## config.mk

```make
export PLATFORM = sky130hd
export DESIGN_NAME = pool_engine_flat
export DESIGN_NICKNAME = d
export VERILOG_FILES = /design/src/rtl/pool_engine_if.sv /design/src/rtl/pool_engine.sv /design/src/flat_wrapper.sv
export SDC_FILE = /design/constraint.sdc
export NUM_CORES = 2
export LEC_CHECK = 0
export CAP_MARGIN = 20
export CORE_MARGIN = 4
export CORE_UTILIZATION = 55
export DETAILED_ROUTE_END_ITERATION = 10
export PLACE_DENSITY_LB_ADDON = 0.25
export SYNTH_ARGS = -nofsm -noshare
export SYNTH_HDL_FRONTEND = slang
export SYNTH_SLANG_ARGS = --single-unit
```

## constraint.sdc

```tcl
create_clock -name clk -period 19.95 [get_ports clk]
set_input_delay 3.99 -clock clk [delete_from_list [all_inputs] [get_ports clk]]
set_output_delay 3.99 -clock clk [all_outputs]
set_load 0.01 [all_outputs]
```

## src/rtl/pool_engine_if.sv

```systemverilog
// pool_engine_if: streaming pixel-in / pooled-pixel-out bundle for pool_engine.
// The master side drives raster-ordered pixels; the slave side returns pooled pixels.
interface pool_engine_if #(
  parameter int CH     = 4,
  parameter int N_DATA = 32
);
  logic                 data_in_vld;
  logic [CH*N_DATA-1:0] data_in;
  logic                 mode;
  logic [CH*N_DATA-1:0] data_out;
  logic                 data_out_vld;
  logic                 data_out_end;

  modport master (
    output data_in_vld, data_in, mode,
    input  data_out, data_out_vld, data_out_end
  );

  modport slave (
    input  data_in_vld, data_in, mode,
    output data_out, data_out_vld, data_out_end
  );
endinterface

```

## src/rtl/pool_engine.sv

```systemverilog
// pool_engine: streaming KxK / stride-K pooling over a raster-ordered feature map,
// CH lanes in parallel, signed samples. Pixels beyond the last whole window in
// either direction are consumed and dropped. Optional average mode is built only
// when the macro POOL_AVG_EN is defined; otherwise mode is ignored and only the
// max datapath exists.
module pool_engine #(
  parameter int FM_ROW = 12,
  parameter int FM_COL = 12,
  parameter int K      = 2,
  parameter int CH     = 4,
  parameter int N_DATA = 32
) (
  input logic          clk,
  input logic          rst,
  pool_engine_if.slave bus
);
  localparam int LOGK     = $clog2(K);
  localparam int OUT_COLS = FM_COL / K;
  localparam int OUT_ROWS = FM_ROW / K;
  localparam int USE_COLS = OUT_COLS * K;
  localparam int USE_ROWS = OUT_ROWS * K;
  localparam int CW       = $clog2(FM_COL + 1);
  localparam int RW       = $clog2(FM_ROW + 1);
  localparam int OCW      = (OUT_COLS > 1) ? $clog2(OUT_COLS) : 1;
`ifdef POOL_AVG_EN
  localparam int ACC_W    = N_DATA + 2 * LOGK;
`else
  localparam int ACC_W    = N_DATA;
`endif
  localparam logic [LOGK-1:0] KLAST = LOGK'(K - 1);

  logic [CW-1:0]   col;
  logic [RW-1:0]   row;
  logic [LOGK-1:0] kc;
  logic [LOGK-1:0] kr;
  logic [OCW-1:0]  oc;
  logic            keep;
  logic            beat;
  logic            win_done;
  logic            map_last;
  logic            cur_mode;

  logic signed [ACC_W-1:0] h_acc    [CH];
  logic signed [ACC_W-1:0] line_buf [OUT_COLS][CH];
  logic signed [ACC_W-1:0] sample   [CH];
  logic signed [ACC_W-1:0] h_next   [CH];
  logic signed [ACC_W-1:0] v_next   [CH];

  logic [CH*N_DATA-1:0] out_data;
  logic                 out_vld;
  logic                 out_end;

  function automatic logic signed [ACC_W-1:0] combine(
    input logic signed [ACC_W-1:0] a,
    input logic signed [ACC_W-1:0] b,
    input logic                    avg
  );
    if (avg) return a + b;
    return (a > b) ? a : b;
  endfunction

  // Average divides by K*K with an arithmetic shift, i.e. floor toward minus infinity.
  function automatic logic [N_DATA-1:0] to_sample(
    input logic signed [ACC_W-1:0] v,
    input logic                    avg
  );
    logic signed [ACC_W-1:0] s;
    s = avg ? (v >>> (2 * LOGK)) : v;
    return N_DATA'(s);
  endfunction

  assign kc       = col[LOGK-1:0];
  assign kr       = row[LOGK-1:0];
  assign oc       = OCW'(col >> LOGK);
  assign keep     = (col < CW'(USE_COLS)) && (row < RW'(USE_ROWS));
  assign beat     = bus.data_in_vld && keep;
  assign win_done = beat && (kc == KLAST) && (kr == KLAST);
  assign map_last = (row == RW'(USE_ROWS - 1)) && (col == CW'(USE_COLS - 1));

`ifdef POOL_AVG_EN
  logic first_beat;
  logic mode_q;
  assign first_beat = (col == '0) && (row == '0);
  assign cur_mode   = first_beat ? bus.mode : mode_q;

  // Capture the combine mode on pixel (0,0) so it holds for the whole map.
  always_ff @(posedge clk) begin
    if (rst) begin
      mode_q <= 1'b0;
    end else if (bus.data_in_vld && first_beat) begin
      mode_q <= bus.mode;
    end
  end
`else
  assign cur_mode = 1'b0;
`endif

  // Raster position counters; every valid beat advances them, discarded edge pixels included.
  always_ff @(posedge clk) begin
    if (rst) begin
      col <= '0;
      row <= '0;
    end else if (bus.data_in_vld) begin
      if (col == CW'(FM_COL - 1)) begin
        col <= '0;
        row <= (row == RW'(FM_ROW - 1)) ? '0 : row + RW'(1);
      end else begin
        col <= col + CW'(1);
      end
    end
  end

  // Per-lane horizontal result of this beat and its vertical combination with the line buffer.
  always_comb begin
    for (int c = 0; c < CH; c++) begin
      sample[c] = ACC_W'($signed(bus.data_in[c*N_DATA +: N_DATA]));
      h_next[c] = (kc == '0) ? sample[c] : combine(h_acc[c], sample[c], cur_mode);
      v_next[c] = combine(line_buf[oc][c], h_next[c], cur_mode);
    end
  end

  // Accumulator and line-buffer updates; the first window row overwrites, so no reset is needed.
  always_ff @(posedge clk) begin
    if (!rst && beat) begin
      for (int c = 0; c < CH; c++) begin
        h_acc[c] <= h_next[c];
      end
      if ((kc == KLAST) && (kr != KLAST)) begin
        for (int c = 0; c < CH; c++) begin
          line_buf[oc][c] <= (kr == '0) ? h_next[c] : v_next[c];
        end
      end
    end
  end

  // Register the finished window one cycle after its completing beat; strobes are single-cycle.
  always_ff @(posedge clk) begin
    if (rst) begin
      out_data <= '0;
      out_vld  <= 1'b0;
      out_end  <= 1'b0;
    end else begin
      out_vld <= win_done;
      out_end <= win_done && map_last;
      if (win_done) begin
        for (int c = 0; c < CH; c++) begin
          out_data[c*N_DATA +: N_DATA] <= to_sample(v_next[c], cur_mode);
        end
      end
    end
  end

  assign bus.data_out     = out_data;
  assign bus.data_out_vld = out_vld;
  assign bus.data_out_end = out_end;
endmodule

```

## src/flat_wrapper.sv

```systemverilog
// flat-port wrapper written by rule: the top's interface ports become plain ports
module pool_engine_flat 
#(
  parameter int FM_ROW = 12,
  parameter int FM_COL = 12,
  parameter int K      = 2,
  parameter int CH     = 4,
  parameter int N_DATA = 32
)
  (clk, rst, bus_data_in_vld, bus_data_in, bus_mode, bus_data_out, bus_data_out_vld, bus_data_out_end);
  pool_engine_if #(.CH(CH), .N_DATA(N_DATA)) bus_i ();
  input logic clk;
  input logic rst;
  input wire logic [$bits(bus_i.data_in_vld)-1:0] bus_data_in_vld;
  input wire logic [$bits(bus_i.data_in)-1:0] bus_data_in;
  input wire logic [$bits(bus_i.mode)-1:0] bus_mode;
  output wire logic [$bits(bus_i.data_out)-1:0] bus_data_out;
  output wire logic [$bits(bus_i.data_out_vld)-1:0] bus_data_out_vld;
  output wire logic [$bits(bus_i.data_out_end)-1:0] bus_data_out_end;
  assign bus_i.data_in_vld = bus_data_in_vld;
  assign bus_i.data_in = bus_data_in;
  assign bus_i.mode = bus_mode;
  assign bus_data_out = bus_i.data_out;
  assign bus_data_out_vld = bus_i.data_out_vld;
  assign bus_data_out_end = bus_i.data_out_end;
  pool_engine #(.FM_ROW(FM_ROW), .FM_COL(FM_COL), .K(K), .CH(CH), .N_DATA(N_DATA)) u_core (.clk(clk), .rst(rst), .bus(bus_i));
endmodule
```

# After elaboration in Yosys (flattened, before gate mapping)
# Memories as Yosys holds them, arrays and structs flattened. A register that Yosys moved wholly into a read port is not among the register bits.
# Cells that the tools add are included.
# op_classes
add_sub_neg,2
reduce_logical,10
mux,25
bitwise_logic,1
n_eq_ne,2
magnitude_cmp,10
# op_table
cell,count
$mux W32,16
$gt A32 B32 Y1,8
$add A4 B1 Y4 const B,2
$eq A4 B4 Y1 const B,2
$logic_and A1 B1 Y1,8
$lt A4 B4 Y1 const B,2
$mux W4,2
$mux W3,2
$mux W1,5
$reduce_and A2 Y1,1
$logic_not A1 Y1,1
$not A1 Y1,1
# word_totals
reg_bits,138
ramBits,896
mem_count,2
# mem_list
name,depth,word_bits,rd,rd_clocked_by_memory_dff,write_ports,line_no,text
u_core.line_buf,6,128,1,1,1,pool_engine.sv:44,logic signed [ACC_W-1:0] line_buf [OUT_COLS][CH];
u_core.h_acc,4,32,4,0,4,pool_engine.sv:43,logic signed [ACC_W-1:0] h_acc [CH];

# Logic depth before layout (Yosys ltp)
# An unclocked memory read counts as a cell.
# logic_depth
ltp_word,7
depth_mapped,24

# Worst setup path after synthesis
# Ideal clock, no wire load.
# synth_path
path_type,input-to-reg
start,input rst
end,memory u_core.line_buf[0][0] (netlist bit) (enable)
path_slack_ps,5759
path_stages,5
setup_time_ps,772
arrival_ps,13420
required_ps,19178
path_cell_list,clkbuf_1 > nor2b_1 > nand3_1 > or3_1 > nor3_1
# synth_via
elab_chain_len,4
# synth_lines
item,line_no,text
"start, declared",flat_wrapper.sv:13,input logic rst;
$logic_not A1 Y1,pool_engine.sv:124,if (!rst && beat) begin
$logic_and A1 B1 Y1,pool_engine.sv:124,
$mux W1,pool_engine.sv:124,
$mux W1,pool_engine.sv:130,line_buf[oc][c] <= (kr == '0) ? h_next[c] : v_next[c];
"end, declared",pool_engine.sv:44,
# Every way passes these cells.

# Final worst setup path
# layout_path
start,input bus_data_in[95]
end,memory u_core.line_buf[1][52] (netlist bit) (data pin)
# layout_via
elab_chain_len,6
# layout_lines
item,line_no,text
"start, declared",flat_wrapper.sv:15,input wire logic [$bits(bus_i.data_in)-1:0] bus_data_in;
$gt A32 B32 Y1,pool_engine.sv:59,return (a > b) ? a : b;
$mux W32,pool_engine.sv:59,
$mux W32 (*),pool_engine.sv:117,"h_next[c] = (kc == '0) ? sample[c] : combine(h_acc[c], sample[c], cur_mode);"
$gt A32 B32 Y1,pool_engine.sv:59,
$mux W32,pool_engine.sv:59,
$mux W32 (*),pool_engine.sv:130,
# Every way passes the cells marked *; elsewhere a longest branch is shown, timed or not.

==> impl_metrics.env <==
export IMPL_max_clock_path_buffers=3
export IMPL_finalHoldViolCount=0
export IMPL_cap_viol_max_count=0
export IMPL_p_leak_nw=21.7
export IMPL_cts_tree="done"
export IMPL_clock_latency_ps=680
export IMPL_port_buffers=260
export IMPL_critPathMostFrequentCell="buf_4"
export IMPL_rsz0062_at_grt="no"
export IMPL_holdBufCountCts=0
export IMPL_final_core_util_pct=63.2
export IMPL_total_power_mw=5.36
export IMPL_fp_row_count=114
export IMPL_grt_antenna_before_repair=2
export IMPL_powerDensity_nw_per_um2=87.4
export IMPL_cpMaxStageDelayCell="ha_4"
export IMPL_post_cts_buffers=0
export IMPL_htreeDepth=3
export IMPL_cp_required_ps=20340
export IMPL_yosysWarnings=0
export IMPL_setup_violations=0
export IMPL_wl_per_cell_um=24.0
export IMPL_hold_class="flip-flop to flip-flop"
export IMPL_avgSynthCellArea_um2=12.4
export IMPL_synth_area_um2=53700
export IMPL_hpwl_um=83100
export IMPL_fin_crit_sh_pct=59.2
export IMPL_die_x_um=320
export IMPL_synthTopCellsByCount="edfxtp_1 (896), a21oi_1 (351), ha_1 (258)"
export IMPL_gp_congestion=0.845
export IMPL_crit_buf_inv=6
export IMPL_path_class="primary input to flip-flop"
export IMPL_wl_um=140000
export IMPL_yosys_area_top_type="edfxtp_1"
export IMPL_slew_headroom_pct=20.7
export IMPL_coreArea_um2=96900
export IMPL_cts_clk_slew_worst_paths_ps=60
export IMPL_first_pass_iters=6
export IMPL_grt_pass1_vias=36702
export IMPL_synth_nets=4725
export IMPL_synthArstFlopShare_pct=0
export IMPL_path_cells="clkdlybuf4s50_1 -> inv_1 -> ha_4 -> nand4_1 -> or4_1 -> a21oi_2 -> buf_4 -> or2_1 -> buf_4 -> o311ai_1 -> a211oi_2 -> ha_1 -> a41oi_1 -> o21ai_0 -> a221oi_1 -> o21ai_0 -> a211oi_1 -> mux2i_4 -> buf_4 -> nand2_1 -> buf_4 -> mux2_2"
export IMPL_synth_area_leaders="edfxtp_1 (50%), ha_1 (6.0%), mux4_2 (5.4%)"
export IMPL_die_y_um=320
export IMPL_ys_flop_type="edfxtp_1"
export IMPL_syn_to_final_growth_pct=14.0
export IMPL_ys_ff_latch=1037
export IMPL_drive_above_1_share_pct=15.2
export IMPL_dieArea_um2=103000
export IMPL_endpoint_kind="flip-flop"
export IMPL_yosysSeqAreaShare_pct=55.4
export IMPL_initial_core_util_pct=55.5
export IMPL_synth_top_area_share_pct=50.1
export IMPL_critPathArrivalTime_ps=12200
export IMPL_synth_edf_count=896
export IMPL_numCtsBuffers=106
export IMPL_path_delay_family="buffers and inverters"
export IMPL_grt_max_degree=132
export IMPL_grt_pass1_wl_um=215000
export IMPL_drtIter0Drc=3579
export IMPL_postRouteAntennaNets=0
export IMPL_cts_sinks=1037
export IMPL_period_needed_ps=11810
export IMPL_synthCells=4335
export IMPL_status="finished, final reports clean"
export IMPL_cts_root_buf="clkbuf_16"
export IMPL_worst_slew_pin_slew_ps=1170
export IMPL_via_count=37567
export IMPL_slew_violations=0
export IMPL_yosysMostFrequentCell="edfxtp_1"
export IMPL_cts_repair_resized=0
export IMPL_tns_ps=0
export IMPL_grt_use_total_pct=26.6
export IMPL_overflow=0
export IMPL_fin_worst_skew_ps=33.2
export IMPL_post_route_drc_count=0
export IMPL_start_kind="primary input"
export IMPL_ys_types=62
export IMPL_cp_slowest_stage_delay_ps=990
export IMPL_io_pins=262
export IMPL_drt_vias_per_instance=6.45
export IMPL_cp_max_fo=131
export IMPL_final_nets=4842
export IMPL_max_freq_mhz=84.7
export IMPL_ir_drop_v=0.000117
where the power goes:
group          switching [mW]  internal [mW]
registers              0.0209           2.45
clock network           0.846           1.26
logic                   0.503          0.282
worst reg2reg max path, cell delays in order, from the launching register on:
cell	delay [ps]
edfxtp_1	450
ha_4	1000
nand4_1	360
or4_1	670
a21oi_2	140
buf_4	400
or2_1	570
buf_4	430
o311ai_1	180
a211oi_2	390
ha_1	330
a41oi_1	150
o21ai_0	240
a221oi_1	380
o21ai_0	140
a211oi_1	400
mux2i_4	310
buf_4	470
nand2_1	110
buf_4	350
mux2_2	430
per-stage QoR:
stage,cell area [um^2],instances,setup slack (ps),hold WS [ps]
after floorplan,53700,4335,5760,471
after global placement,57500,5618,7800,445
after detailed placement,57500,5618,7640,454
after CTS,61200,5816,8360,470
after global routing,61200,5818,7790,498
final,61200,5821,8140,471
placed cells by master (no fill, tap or decap), types with 19 or more instances in the layout:
| master | count |
|---|---|
| mux4_2 | 128 |
| nand2_1 | 250 |
| ha_1 | 254 |
| clkbuf_16 | 109 |
| nor2_1 | 144 |
| a211oi_2 | 105 |
| nand4b_1 | 124 |
| clkdlybuf4s50_1 | 260 |
| nand2b_1 | 138 |
| inv_1 | 189 |
| edfxtp_1 | 896 |
| mux2_2 | 95 |
| o311ai_0 | 36 |
| a21oi_1 | 347 |
| o221ai_1 | 33 |
| a32oi_1 | 96 |
| nand4_1 | 51 |
| mux2i_1 | 135 |
| clkbuf_1 | 19 |
| o21ai_0 | 160 |
| inv_2 | 81 |
| o311ai_1 | 88 |
| buf_4 | 64 |
| a211oi_1 | 20 |
| nand3_1 | 193 |
| dfxtp_1 | 137 |
| clkinv_2 | 22 |
| o21bai_1 | 125 |
registers in the layout, summed over array words and instances (netlist names), named ones only:
| name | cells |
|---|---|
| u_core.row | 4 |
| u_core.bus.data_out | 128 |
| u_core.col | 4 |
| u_core.h_acc | 128 |
| u_core.bus.data_out_end | 1 |
| u_core.line_buf | 768 |
| u_core.bus.data_out_vld | 1 |
cell families after synthesis:
family	count (synthesis)	synth area share, %
fa+ha+maj	258	6.01
xor+xnor	3	0.0489
compound gates	1092	14.5
flops	1037	55.4
buf+inv	593	4.21
simple gates	993	9.94
mux	359	9.89
metal layers:
| metal | vias to the layer above | GRT usage, % | part of all wire, % |
|---|---|---|---|
| li1 | 17121 | - | - |
| met3 | 253 | 4.05 | 6.2 |
| met4 | 2 | 8.85 | 3.1 |
| met1 | 18757 | 36.0 | 42 |
| met5 | - | 0 | 0.0093 |
| met2 | 1434 | 44.2 | 48 |
area by class of cell:
type                       instances  area, um^2
fill                            7218       35600
sequential                      1037       29700
multi-input combinational       2705       22000
timing repair buffer             331        3220
clock buffer                     141        2980
tap                             1276        1600
inverter                         271        1020
clock inverter                    57         718
antenna                            3        7.51
worst paths after layout:
path	from	end	slack [ps]	depth (start not counted)
max	bus_data_in[95]	u_core.line_buf[1][52]	8140	22
min	u_core.bus.data_out[118]	u_core.bus.data_out[118]	470	2
max reg2reg	u_core.h_acc[2][31]	u_core.line_buf[1][52]	11760	20
min reg2reg	u_core.bus.data_out[118]	u_core.bus.data_out[118]	470	2
(Power assumes the default switching activity.)
